### src/rtl/pipe_skid_reg.sv
// Two-entry pipeline skid register (MAIN + SKID) with registered in_ready_o.
// Optional output stall counter enabled by defining PIPE_SKID_STALL_CNT_EN.
module pipe_skid_reg #(
  parameter int unsigned DATA_W = 32,
  parameter int unsigned PC_W   = 32,
  parameter int unsigned CNT_W  = 16
) (
  input  logic              clk_i,
  input  logic              rst_i,
  input  logic              flush_i,
  input  logic              in_valid_i,
  output logic              in_ready_o,
  input  logic [PC_W-1:0]   pc_i,
  input  logic [DATA_W-1:0] data_i,
  output logic              out_valid_o,
  input  logic              out_ready_i,
  output logic [PC_W-1:0]   pc_o,
  output logic [DATA_W-1:0] data_o,
  output logic [1:0]        occ_o,
  output logic [CNT_W-1:0]  stall_cnt_o
);

  typedef enum logic [1:0] {StEmpty, StOne, StTwo} state_e;

  state_e            state_q, state_d;
  logic [PC_W-1:0]   main_pc_q, main_pc_d, skid_pc_q, skid_pc_d;
  logic [DATA_W-1:0] main_data_q, main_data_d, skid_data_q, skid_data_d;
  logic              in_ready_q, in_ready_d;
  logic              in_acc, out_acc;

  assign in_ready_o  = in_ready_q;
  assign out_valid_o = (state_q != StEmpty);
  assign pc_o        = main_pc_q;
  assign data_o      = main_data_q;
  assign in_acc      = in_valid_i & in_ready_q;
  assign out_acc     = out_valid_o & out_ready_i;

  always_comb begin
    occ_o = 2'd0;
    unique case (state_q)
      StEmpty: occ_o = 2'd0;
      StOne:   occ_o = 2'd1;
      StTwo:   occ_o = 2'd2;
      default: occ_o = 2'd0;
    endcase
  end

  always_comb begin
    state_d     = state_q;
    main_pc_d   = main_pc_q;
    main_data_d = main_data_q;
    skid_pc_d   = skid_pc_q;
    skid_data_d = skid_data_q;
    if (flush_i) begin
      state_d     = StEmpty;
      main_pc_d   = '0;
      main_data_d = '0;
      skid_pc_d   = '0;
      skid_data_d = '0;
    end else begin
      unique case (state_q)
        StEmpty: begin
          if (in_acc) begin
            main_pc_d   = pc_i;
            main_data_d = data_i;
            state_d     = StOne;
          end
        end
        StOne: begin
          if (in_acc && out_acc) begin
            main_pc_d   = pc_i;
            main_data_d = data_i;
          end else if (in_acc) begin
            skid_pc_d   = pc_i;
            skid_data_d = data_i;
            state_d     = StTwo;
          end else if (out_acc) begin
            // MAIN keeps its last value so pc_o/data_o hold while empty.
            state_d = StEmpty;
          end
        end
        StTwo: begin
          if (out_acc) begin
            main_pc_d   = skid_pc_q;
            main_data_d = skid_data_q;
            state_d     = StOne;
          end
        end
        default: state_d = StEmpty;
      endcase
    end
    in_ready_d = (state_d != StTwo);
  end

  always_ff @(posedge clk_i) begin
    if (rst_i) begin
      state_q     <= StEmpty;
      main_pc_q   <= '0;
      main_data_q <= '0;
      skid_pc_q   <= '0;
      skid_data_q <= '0;
      in_ready_q  <= 1'b1;
    end else begin
      state_q     <= state_d;
      main_pc_q   <= main_pc_d;
      main_data_q <= main_data_d;
      skid_pc_q   <= skid_pc_d;
      skid_data_q <= skid_data_d;
      in_ready_q  <= in_ready_d;
    end
  end

`ifdef PIPE_SKID_STALL_CNT_EN
  logic [CNT_W-1:0] stall_cnt_q, stall_cnt_d;

  // Saturating; only reset clears it, flush leaves it alone.
  always_comb begin
    stall_cnt_d = stall_cnt_q;
    if (out_valid_o && !out_ready_i && (stall_cnt_q != {CNT_W{1'b1}})) begin
      stall_cnt_d = stall_cnt_q + 1'b1;
    end
  end

  always_ff @(posedge clk_i) begin
    if (rst_i) begin
      stall_cnt_q <= '0;
    end else begin
      stall_cnt_q <= stall_cnt_d;
    end
  end

  assign stall_cnt_o = stall_cnt_q;
`else
  assign stall_cnt_o = '0;
`endif

endmodule

### config.mk
export PLATFORM = sky130hd
export DESIGN_NAME = pipe_skid_reg
export DESIGN_NICKNAME = d
export VERILOG_FILES = /design/src/rtl/pipe_skid_reg.sv
export SDC_FILE = /design/constraint.sdc
export NUM_CORES = 1
export LEC_CHECK = 0
export BUFFER_PORTS_ARGS = -buffer_cell sky130_fd_sc_hd__buf_4
export CAP_MARGIN = 0
export CORE_UTILIZATION = 30
export CTS_CLUSTER_DIAMETER = 80
export DETAILED_ROUTE_END_ITERATION = 8
export PLACE_DENSITY = 0.5
export SYNTH_ARGS = -nofsm -noshare
export SYNTH_HDL_FRONTEND = slang
export SYNTH_SLANG_ARGS = --single-unit
### constraint.sdc
create_clock -name clk_i -period 1.8 [get_ports clk_i]
set_input_delay 0.09 -clock clk_i [delete_from_list [all_inputs] [get_ports clk_i]]
set_output_delay 0.09 -clock clk_i [all_outputs]
set_load 0.01 [all_outputs]
=== Yosys cells after proc, flatten, opt, wreduce, memory -nomap -nowiden ===
Cells that the tools add are included.

* Mux-type cells: 16
* Eq/ne operators: 6
* Bitwise logic cells: 3
* Reductions and logical operators: 7

{| class="wikitable"
|+ Operator list
! cell !! count
|-
| 2-to-1 mux 32 bit || 6
|-
| case mux 32 bit (3 select lines) || 2
|-
| 2-to-1 mux 2 bit || 6
|-
| != test 2 bit (second input constant) || 4
|-
| case mux 2 bit (3 select lines) || 1
|-
| case mux 2 bit (2 select lines) || 1
|-
| AND reduction 4 bit || 1
|-
| AND reduction 3 bit || 1
|-
| nonzero test 3 bit || 1
|-
| AND 1 bit || 2
|-
| equality test 2 x 1 -> 1 bit (second input constant) || 1
|-
| equality test 2 bit (second input constant) || 1
|-
| logical NOT 2 bit || 1
|-
| nonzero test 2 bit || 1
|-
| OR reduction 2 bit || 1
|-
| logical AND 1 bit || 1
|-
| NOT 1 bit || 1
|}

* Output and inout bits: 84
* Register bits after elaboration: 131
* Input port bits: 69

=== Longest topological paths before layout ===
Gate-level depths: netlist of run 1.

* Depth in word-level cells: 8
* Mapped depth: 7

=== Worst setup path before layout of run 1 ===
Ideal clock, no wire load.

* Path type: register -> register
* Start point: register in_ready_q, in the netlist in_ready_o
* End point: register skid_data_q[10]
* Slack: 279 ps
* Setup time: 132 ps
* Period minus slack after synthesis: 1521 ps
* Arrival: 1388 ps
* Required time: 1668 ps
* Stages on the path, launching flop included: 7
* Buffers on the path: 2
* Path through: dfxtp_1 > nand2_1 > or4b_1 > buf_6 > buf_6 > nand2_1 > a21oi_1

* Word-level cells in the longest chain between the ends: 4

{| class="wikitable"
|+ Ends and longest elaborated chain
! element !! line !! text
|-
| start: declaration || 28 || <nowiki>logic in_ready_q, in_ready_d;</nowiki>
|-
| start signal: assignment || 109 || <nowiki>in_ready_q <= in_ready_d;</nowiki>
|-
| AND 1 bit (*) || 35 || <nowiki>assign in_acc = in_valid_i & in_ready_q;</nowiki>
|-
| logical AND 1 bit || 70 || <nowiki>if (in_acc && out_acc) begin</nowiki>
|-
| NOT 1 bit (no line) || -- ||
|-
| AND reduction 3 bit (no line) (*) || -- ||
|-
| end signal: assignment || 108 || <nowiki>skid_data_q <= skid_data_d;</nowiki>
|-
| end: declaration || 27 || <nowiki>logic [DATA_W-1:0] main_data_q, main_data_d, skid_data_q, skid_data_d;</nowiki>
|}

Every way passes the cells marked *; elsewhere a longest branch is shown, timed or not.
A chain may end at the register's enable or synchronous reset.

=== Final worst setup path of run 1 ===
* Start point: register in_ready_q, in the netlist in_ready_o
* End point: register skid_pc_q[0]

* Word-level cells in the longest chain between the ends: 4

{| class="wikitable"
|+ Ends and longest elaborated chain
! element !! line !! text
|-
| AND 1 bit (*) || 35 ||
|-
| logical AND 1 bit || 70 ||
|-
| NOT 1 bit (no line) || -- ||
|-
| AND reduction 3 bit (no line) (*) || -- ||
|-
| end signal: assignment || 107 || <nowiki>skid_pc_q <= skid_pc_d;</nowiki>
|-
| end: declaration || 26 || <nowiki>logic [PC_W-1:0] main_pc_q, main_pc_d, skid_pc_q, skid_pc_d;</nowiki>
|}

Marked as above.

==> results of run 1 <==
-- layout make-up --
type	count	area [sq um]	area share (%)
Sequential cell	131	2624	33.46
Multi-Input combinational cell	419	2396	30.56
Timing Repair Buffer	218	1837	23.42
Clock buffer	22	474.2	6.048
Tap cell	225	281.5	3.590
Clock inverter	10	225.2	2.872
Inverter	1	3.754	0.04787
-- worst paths after layout --
| path | slack, ns | to | startpoint |
|---|---|---|---|
| max | 0.11 | skid_pc_q[0] | in_ready_o |
| min | 0.10 | state_q[0] | in_valid_i |
| max reg2reg | 0.11 | skid_pc_q[0] | in_ready_o |
| min reg2reg | 0.45 | skid_pc_q[18] | skid_pc_q[18] |
-- stage by stage --
step / util (%) / instances / power, uW
2_1_floorplan: - / 619 / 3498
3_3_place_gp: 37.26 / 929 / 3810
3_5_place_dp: 37.26 / 929 / 3824
4_1_cts: 45.01 / 1026 / 8066
5_1_grt: 45.02 / 1026 / 8282
6_report: 45.02 / 1026 / 7950
-- worst register-to-register path: stages (launching register included) --
cell and delay [ns]:
dfxtp_1 0.34, nand2_1 0.11, or4b_2 0.64, buf_4 0.28, nand2_1 0.12, a21oi_1 0.07
-- per-layer routing --
metal | track usage [%] | wire (um) | vias to the layer above
met5 | 0 | 0 | -
met4 | 7.593 | 295 | 0
met3 | 3.691 | 505 | 20
met2 | 26.23 | 6950 | 101
met1 | 17.76 | 6028 | 2146
li1 | - | - | 2403
-- placed cells by master, fill, tap and decap left out --
master,n
nand2b_4,1
buf_4,150
or2_4,1
nor4b_2,1
conb_1,16
a211oi_2,3
or4b_2,1
clkbuf_1,2
mux2i_1,64
clkbuf_16,17
a21oi_1,64
a211o_1,1
dfxtp_2,1
nand3b_1,2
nor2b_1,1
nand3_4,1
a31oi_1,1
buf_12,3
nand4b_1,1
nor2_1,65
clkbuf_8,3
or2_2,1
nand4bb_1,1
clkinv_2,3
a21o_1,1
dlygate4sd3_1,65
nand3_1,1
a211oi_1,62
inv_1,1
nand2_1,130
bufinv_16,7
dfxtp_1,130
-- logic make-up after synthesis --
| logic type | count (synthesis) |
|---|---|
| other cells | 1 |
| mux | 64 |
| flops | 131 |
| compound gates | 132 |
| buf+inv | 69 |
| simple gates | 207 |
-- state kept, by name, indices dropped and copies added (netlist names) --
signal / flops
data_o: 32
in_ready_o: 1
pc_o: 32
skid_data_q: 32
skid_pc_q: 32
state_q: 2
-- repair_timing --
action	CTS	global route
setup endpoints to repair	0	2
hold endpoints to repair	66	0
gates resized for setup	0	1
hold buffers	65	0
-- report_power, final --
part	switching (uW)	internal, uW	total, uW	leakage, uW
Clock	1240	2840	4080	0.000344
Sequential	52.7	2990	3040	0.00107
Combinational	403	418	821	0.00216
Total	1700	6250	7950	0.00357
==> run metrics, run 1 <==
status=finished, final reports clean; final non-filler cell area=7841 sq um; DPL Wire Length=9069 um; wire per inst=13.43 um; Buffers on Ports=136; Iteration-0 DRC Markers=205; Mapped Avg Cell Area=8.939 sq um; max-cap violations=0; Critical Path Slowest Stage Cell=or4b_2; Post-synth ARST share=0%; Top delay family on crit path=simple AND/OR/NAND/NOR gates; CTS tree=built; largest net degree at the start of global routing=71; Setup Skew=0.006644 ns; Compound-Gate Fraction of Synth Area=15.67%; die height=136.2 um; root buffer cell=clkbuf_16; simple-gate portion of the synthesized area=15.20%; worst-margin pin slew=0.5485 ns; Vias per Instance=4.552; CP peak stage delay=0.64 ns; I/O pin total=153; Synth Area in Adders=0%; cell mode on critical path=nand2_1; # rows=48; Seq/Total Area, Yosys=48.57%; worst hold stages=3; min cycle time layout=1.694 ns; pins over their slew limit=0; fillers=1745; pre-CTS setup slack=0.1027 ns; Post-DRT Antenna Nets=0; initial antenna violation count=0; Starting Density=31.00%; Routed WL=13780 um; ratio of cells with drive above 1 in the final layout=24.09%; Yosys cell types=27; routability cong.=0.7378; worst r2r path cells=5; Synth area leader=dfxtp_1; critical path, cell by cell=nand2_1 > or4b_2 > buf_4 > nand2_1 > a21oi_1; xor/xnor share of the synthesized area=0%; FF+latch count, synth=131; Synth area leaders=dfxtp_1 49%, mux2i_1 12%, nand2_1 9.0%; total CTS buffers=17; Total Neg Setup Slack=0 ns; global-route wire length before repair=21780 um; Hold Violations, Final=0; Post-DP Area=6490 sq um; Reg clk slew, reported paths=0.06 ns; Worst EP required=2.08 ns; Synth top area share=48.57%; ys flop type=dfxtp_1; mux share of post-synthesis cell area=11.87%; type of origin of the critical path=flop; DR vias=4670; WP depth=5; Die Width=136.2 um; worst skew pair latency=0.42 ns; top-count cell post-synth=dfxtp_1; setup violators final=0; synth cell count leaders=131 x dfxtp_1, 130 x nand2_1, 65 x nor2_1, 64 x a21oi_1, 64 x mux2i_1; synth warn=0; slew margin rel.=63.43%; # H-tree levels=4; Tcrit/Tclk final=94.11%; Buffers & Inverters on Critical Path=1; crit path max fanout=29; synthesis-to-finish area growth=45.24%; GRT Total Usage=15.33%; drt first pass iters=5; ANT cells=0; fin nets=857; vias in the first global route=4447; Max Root-Sink Buffers=2; CORE AREA=17420 sq um; main combinational cell family by area after synthesis=compound AO/OA/AOI/OAI gates; Crit Path Class=flop to flop; die area=18540 sq um; number of flops mapped to enable cells by yosys=0; Syn Inst Count=604; leakage=0.003571 uW; clock sinks=131; Residual DRC=0; class of the worst hold path=input pin to flop; Post-CTS Setup Inserts=0; critical path arrival=1.97 ns; final hold slack=0.1001 ns; Post-Syn Area=5399 sq um; Fmax achieved=590.4 MHz; global route total overflow=0; crit path capture type=flop; RSZ-0062 raised after global routing=no; VDD IR max=0.6476 mV; pwr/cell area=1014 nW/um^2; PnR worst setup slack=0.1061 ns
(Power assumes the default switching activity.)
==> inputs of run 2 (changes only) <==
Settings changed: GPL_TIMING_DRIVEN from default to 0, RECOVER_POWER from default to 50.
==> run 2 against run 1 <==
Routed wire length up 11%; utilization down 0.42 points; combinational power is essentially flat; die area is the same; cell area is 0.94% lower; worst setup slack better by 0.015 ns; maximum frequency rose by 0.89%; register-to-register slack gained 0.06 ns; non-clock buffer count rose by 52; critical endpoint is now occ_o[1].
==> run metrics, run 2 (same netlist as run 1, synthesis figures left out) <==
# rows=48 (unchanged); final hold slack=0.04145 ns (-0.05869 ns); Fmax achieved=595.6 MHz (+0.89%); Die Width=136.2 um (unchanged); max-cap violations=0 (unchanged); wire per inst=14.16 um (+5.4%); ANT cells=0 (unchanged); Tcrit/Tclk final=93.27% (-0.83 points); die height=136.2 um (unchanged); drt first pass iters=4 (-1); type of origin of the critical path=flop; clock sinks=131 (unchanged); worst-margin pin slew=0.6636 ns (+0.1151 ns); global-route wire length before repair=23840 um (+9.4%); DPL Wire Length=10820 um (+19%); Residual DRC=0 (unchanged); Crit Path Class=flop to primary output; part of the power in combinational logic=11.2% (+0.9 points); DR vias=4892 (+4.8%); # H-tree levels=4 (unchanged); min cycle time layout=1.679 ns (-0.01501 ns); pins over their slew limit=0 (unchanged); Sw Share=23.64% (+2.3 points); commonest non-fill, non-tap cell in the layout=dfxtp_1; fin nets=909 (+6.1%); Starting Density=31.00% (unchanged); CP peak stage delay=0.45 ns (-0.19 ns); fin util=44.60% (-0.42 points); root buffer cell=clkbuf_16; synthesis-to-finish area growth=43.87%; storage element area=2623 sq um (about the same); reg2reg setup slack=0.17 ns (+0.06 ns); CTS tree=built; RSZ-0062 raised after global routing=no; routability cong.=0.7488 (+1.5%); slew margin rel.=55.76% (-7.7 points); CORE AREA=17420 sq um (unchanged); I/O pin total=153 (unchanged); Routed WL=15260 um (+11%); pwr/cell area=947.1 nW/um^2 (-6.6%); die area=18540 sq um (unchanged); status=finished, final reports clean; Clk pwr share=47.5% (-3.9 points); Post-DRT Antenna Nets=0 (unchanged); initial antenna violation count=0 (unchanged); area of the multi-input gates=2367 sq um (-1.2%); crit path max fanout=10 (-66%); Hold Violations, Final=0 (unchanged); class of the worst hold path=input pin to flop; Post-DP Area=6758 sq um (+4.1%); GRT Total Usage=16.86% (+1.5 points); critical path, cell by cell=nand2b_1 > buf_4 > clkbuf_4 > inv_1 > buf_4; Int Pwr=5618 uW (-10%); Critical Path Slowest Stage Cell=dfxtp_1; total CTS buffers=17 (unchanged); Net Sw Power=1739 uW (+2.3%); commonest non-fill, non-tap cells in the layout=131 x dfxtp_1, 130 x nand2_1, 89 x buf_4; Reg power frac=41.3% (+3.0 points); final non-filler cell area=7767 sq um (-0.94%); cell mode on critical path=buf_4; Buffers on Ports=136 (unchanged); Vias per Instance=4.538 (-0.30%); Total Neg Setup Slack=0 ns (unchanged); VDD IR max=0.6154 mV (-5.0%); Max Root-Sink Buffers=2 (unchanged); worst skew pair latency=0.42 ns (about the same); global route total overflow=0 (unchanged); vias in the first global route=4743 (+6.7%); crit path capture type=primary output; Reg clk slew, reported paths=0.05 ns (about the same); ratio of cells with drive above 1 in the final layout=18.41% (-5.7 points); Setup Skew=0.009461 ns (+0.002817 ns); leakage=0.003438 uW (-3.7%); critical path arrival=1.59 ns (-0.38 ns); fillers=1777 (+1.8%); Iteration-0 DRC Markers=159 (-22%); Worst EP required=1.71 ns (-0.37 ns); largest net degree at the start of global routing=17 (-76%); setup violators final=0 (unchanged)
-- run 2: cell count changes in the layout (fill, tap and decap cells not counted), sizes merged --
cell / delta
clkbuf: +93
clkinv: +3
buf: -41
clkinvlp: +1
bufinv: -4
-- run 2: per-stage QoR --
stage	total power (uW)	worst slack, ns	instances
2_1_floorplan	3498	0.2794	619
3_3_place_gp	3872	-0.06145	980
3_5_place_dp	3886	-0.1577	980
4_1_cts	7499	0.03602	1077
5_1_grt	7651	0.01682	1078
6_report	7357	0.1211	1078
-- run 2: worst paths after layout --
path | start | end | depth (start not counted)
worst min-delay path | in_valid_i | state_q[0] | 3
worst min register to register | skid_data_q[1] | skid_data_q[1] | 2
worst max register to register | in_ready_o | skid_data_q[17] | 6
worst max-delay path | state_q[0] | occ_o[1] | 5
-- run 2: critical path: cells and delay by family, from the launching register on --
kind	cells	cell delay (ns)
buffers and inverters	4	0.58
flip-flops	1	0.45
AND/OR/NAND/NOR	1	0.14
-- run 2: power groups by stage --
stage | sequential (uW) | clock [uW] | combinational (uW)
after floorplan | 3130 | 0 | 364
after global placement | 3100 | 0 | 769
after detailed placement | 3110 | 0 | 780
after CTS | 3040 | 3560 | 897
after global routing | 3050 | 3690 | 908
final | 3040 | 3490 | 823
-- run 2: metal layers --
layer / wire, um / global-route usage [%] / vias up / part of all wire (%)
met5: 0 / 0 / - / 0
met4: 288 / 7.222 / 0 / 1.9
met3: 615 / 3.654 / 20 / 4.0
met2: 7468 / 29.24 / 113 / 49
met1: 6888 / 19.90 / 2258 / 45
li1: - / - / 2501 / -
-- run 2: what timing repair did --
item	4_1_cts	5_1_grt
endpoints found under the setup margin	0	61
hold buffers	65	0
setup buffers	0	1
endpoints found under the hold margin	66	0
gates resized for setup	0	4
-- run 2: cell type report --
cell class | count | area share [%]
Buffer | 68 | 6.041
Clock buffer | 22 | 5.976
Clock inverter | 10 | 1.691
Inverter | 1 | 0.04832
Multi-Input combinational cell | 419 | 30.48
Sequential cell | 131 | 33.76
Tap cell | 225 | 3.624
Timing Repair Buffer | 202 | 18.38
==> inputs of run 3 (changes only) <==
Settings changed: CORE_UTILIZATION 30 to 34, PLACE_DENSITY 0.5 to 0.55.
==> run 3 against run 2 <==
Combinational power is essentially flat; utilization increased by 5.5 points; via count grew 1.5%; sequential share of layout area increased by 0.31 points; first-iteration DRC count up 8.8%; sequential power about the same; count of clock-buffer cells in the layout increased by 4; clock skew down 0.0029 ns; highest routed layer unchanged.
==> run metrics, run 3 (same netlist as run 1, synthesis figures left out) <==
status=finished, final reports clean; Post-DP Area=6740 sq um (-0.26%); DR vias=4963 (+1.5%); GRT met1 Usage=22.95% (+3.0 points); critical path arrival=1.57 ns (-0.02 ns); Residual DRC=0 (unchanged); crit path capture type=primary output; max-cap violations=0 (unchanged); clock sinks=131 (unchanged); die height=128.0 um (-6.0%); GRT Total Usage=19.13% (+2.3 points); met2 Use GR=33.25% (+4.0 points); PnR worst setup slack=0.1387 ns (+0.01763 ns); synthesis-to-finish area growth=42.55%; Buffers on Ports=136 (unchanged); leakage=0.003412 uW (-0.75%); GR peak layer=met2; worst-margin pin slew=0.6139 ns (-0.04962 ns); Cells after DPL=966 (-1.4%); fin nets=908 (-0.11%); vias in the first global route=4911 (+3.5%); worst skew pair latency=0.42 ns (about the same); class of the worst hold path=input pin to flop; wire per inst=13.92 um (-1.7%); Reg clk slew, reported paths=0.05 ns (about the same); initial antenna violation count=0 (unchanged); commonest non-fill, non-tap cells in the layout=131 x dfxtp_1, 130 x nand2_1, 88 x buf_4; Die Width=128.0 um (-6.0%); Hold Violations, Final=0 (unchanged); final non-filler cell area=7696 sq um (-0.92%); # rows=45 (-6.3%); area of the multi-input gates=2367 sq um (unchanged); Starting Density=35.12% (+4.1 points); DPL Wire Length=10480 um (-3.2%); Vias per Instance=4.673 (+3.0%); CTS tree=built; I/O pin total=153 (unchanged); Final Total Pwr=7090 uW (-3.6%); Tcrit/Tclk final=92.29% (-0.98 points); Crit Path Class=flop to primary output; ANT cells=0 (unchanged); setup violators final=0 (unchanged); die area=16390 sq um (-12%); storage element area=2623 sq um (unchanged); Post-DRT Antenna Nets=0 (unchanged); crit path max fanout=10 (unchanged); Routed WL=14780 um (-3.1%); Worst EP required=1.71 ns (about the same); global route total overflow=0 (unchanged); Fmax achieved=602.0 MHz (+1.1%); largest net degree at the start of global routing=17 (unchanged); drt first pass iters=4 (unchanged); routability cong.=0.7412 (-1.0%); root buffer cell=clkbuf_16; Final Non-Filler Cells=1062 (-1.5%); CORE AREA=15370 sq um (-12%); pre-CTS setup slack=-0.01485 ns (+0.1428 ns); global-route wire length before repair=24110 um (+1.1%); fillers=1482 (-17%); commonest non-fill, non-tap cell in the layout=dfxtp_1; # H-tree levels=4 (unchanged); ratio of cells with drive above 1 in the final layout=17.98% (-0.43 points); VDD IR max=0.6007 mV (-2.4%); final hold slack=0.04907 ns (+0.007624 ns); total CTS buffers=17 (unchanged); slew margin rel.=59.07% (+3.3 points); Iteration-0 DRC Markers=173 (+8.8%); Max Root-Sink Buffers=2 (unchanged); min cycle time layout=1.661 ns (-0.01763 ns); pins over their slew limit=0 (unchanged); Setup Skew=0.006579 ns (-0.002882 ns); met3 Track Usage GR=4.174% (+0.52 points); pwr/cell area=921.3 nW/um^2 (-2.7%); type of origin of the critical path=flop; RSZ-0062 raised after global routing=no
run 3: changes by cell type in the layout (fill, tap and decap cells not counted), sizes merged:
| cell | before | now |
|---|---|---|
| bufinv | 3 | 1 |
| clkbuf | 115 | 114 |
| clkinv | 6 | 4 |
| buf | 112 | 116 |
| clkinvlp | 1 | 0 |
run 3: report_power, final:
part,internal [uW],leakage [uW],switching (uW)
registers,2990,0.00106,50.0
clock network,2030,0.000274,1200
logic,387,0.00207,438
run 3: area by class of cell:
type	count	area share (%)
Sequential cell	131	34.08
Multi-Input combinational cell	419	30.76
Timing Repair Buffer	201	18.45
Clock buffer	26	6.487
Buffer	68	6.097
Tap cell	211	3.430
Clock inverter	5	0.6503
Inverter	1	0.04877
run 3: timing repair:
item,4_1_cts,5_1_grt
endpoints found under the hold margin,66,0
endpoints found under the setup margin,0,45
gates resized for setup,0,4
setup buffers,0,0
hold buffers,65,0
run 3: final timing paths:
check	from	end	slack (ns)	cells after the start
max	state_q[0]	occ_o[1]	0.14	5
min	in_valid_i	state_q[0]	0.05	3
max reg2reg	in_ready_o	skid_data_q[5]	0.21	6
min reg2reg	skid_data_q[3]	skid_data_q[3]	0.45	2
run 3: metal layers:
metal	share of wire, %	vias to the layer above
met5	0	-
met4	1.8	0
met3	3.6	24
met2	50	118
met1	45	2318
li1	-	2503
run 3: critical path: stages (launching register included):
cell      delay [ns]
dfxtp_1         0.43
nand2b_1        0.14
buf_4           0.13
clkbuf_4        0.24
inv_1           0.07
buf_4           0.14
run 3: per-stage QoR:
stage | TNS (ns) | utilization (%)
6_report | 0 | 50.07
4_1_cts | 0 | 51.66
2_1_floorplan | 0 | -
3_5_place_dp | -0.03836 | 43.85
5_1_grt | 0 | 50.07
3_3_place_gp | 0 | 43.85
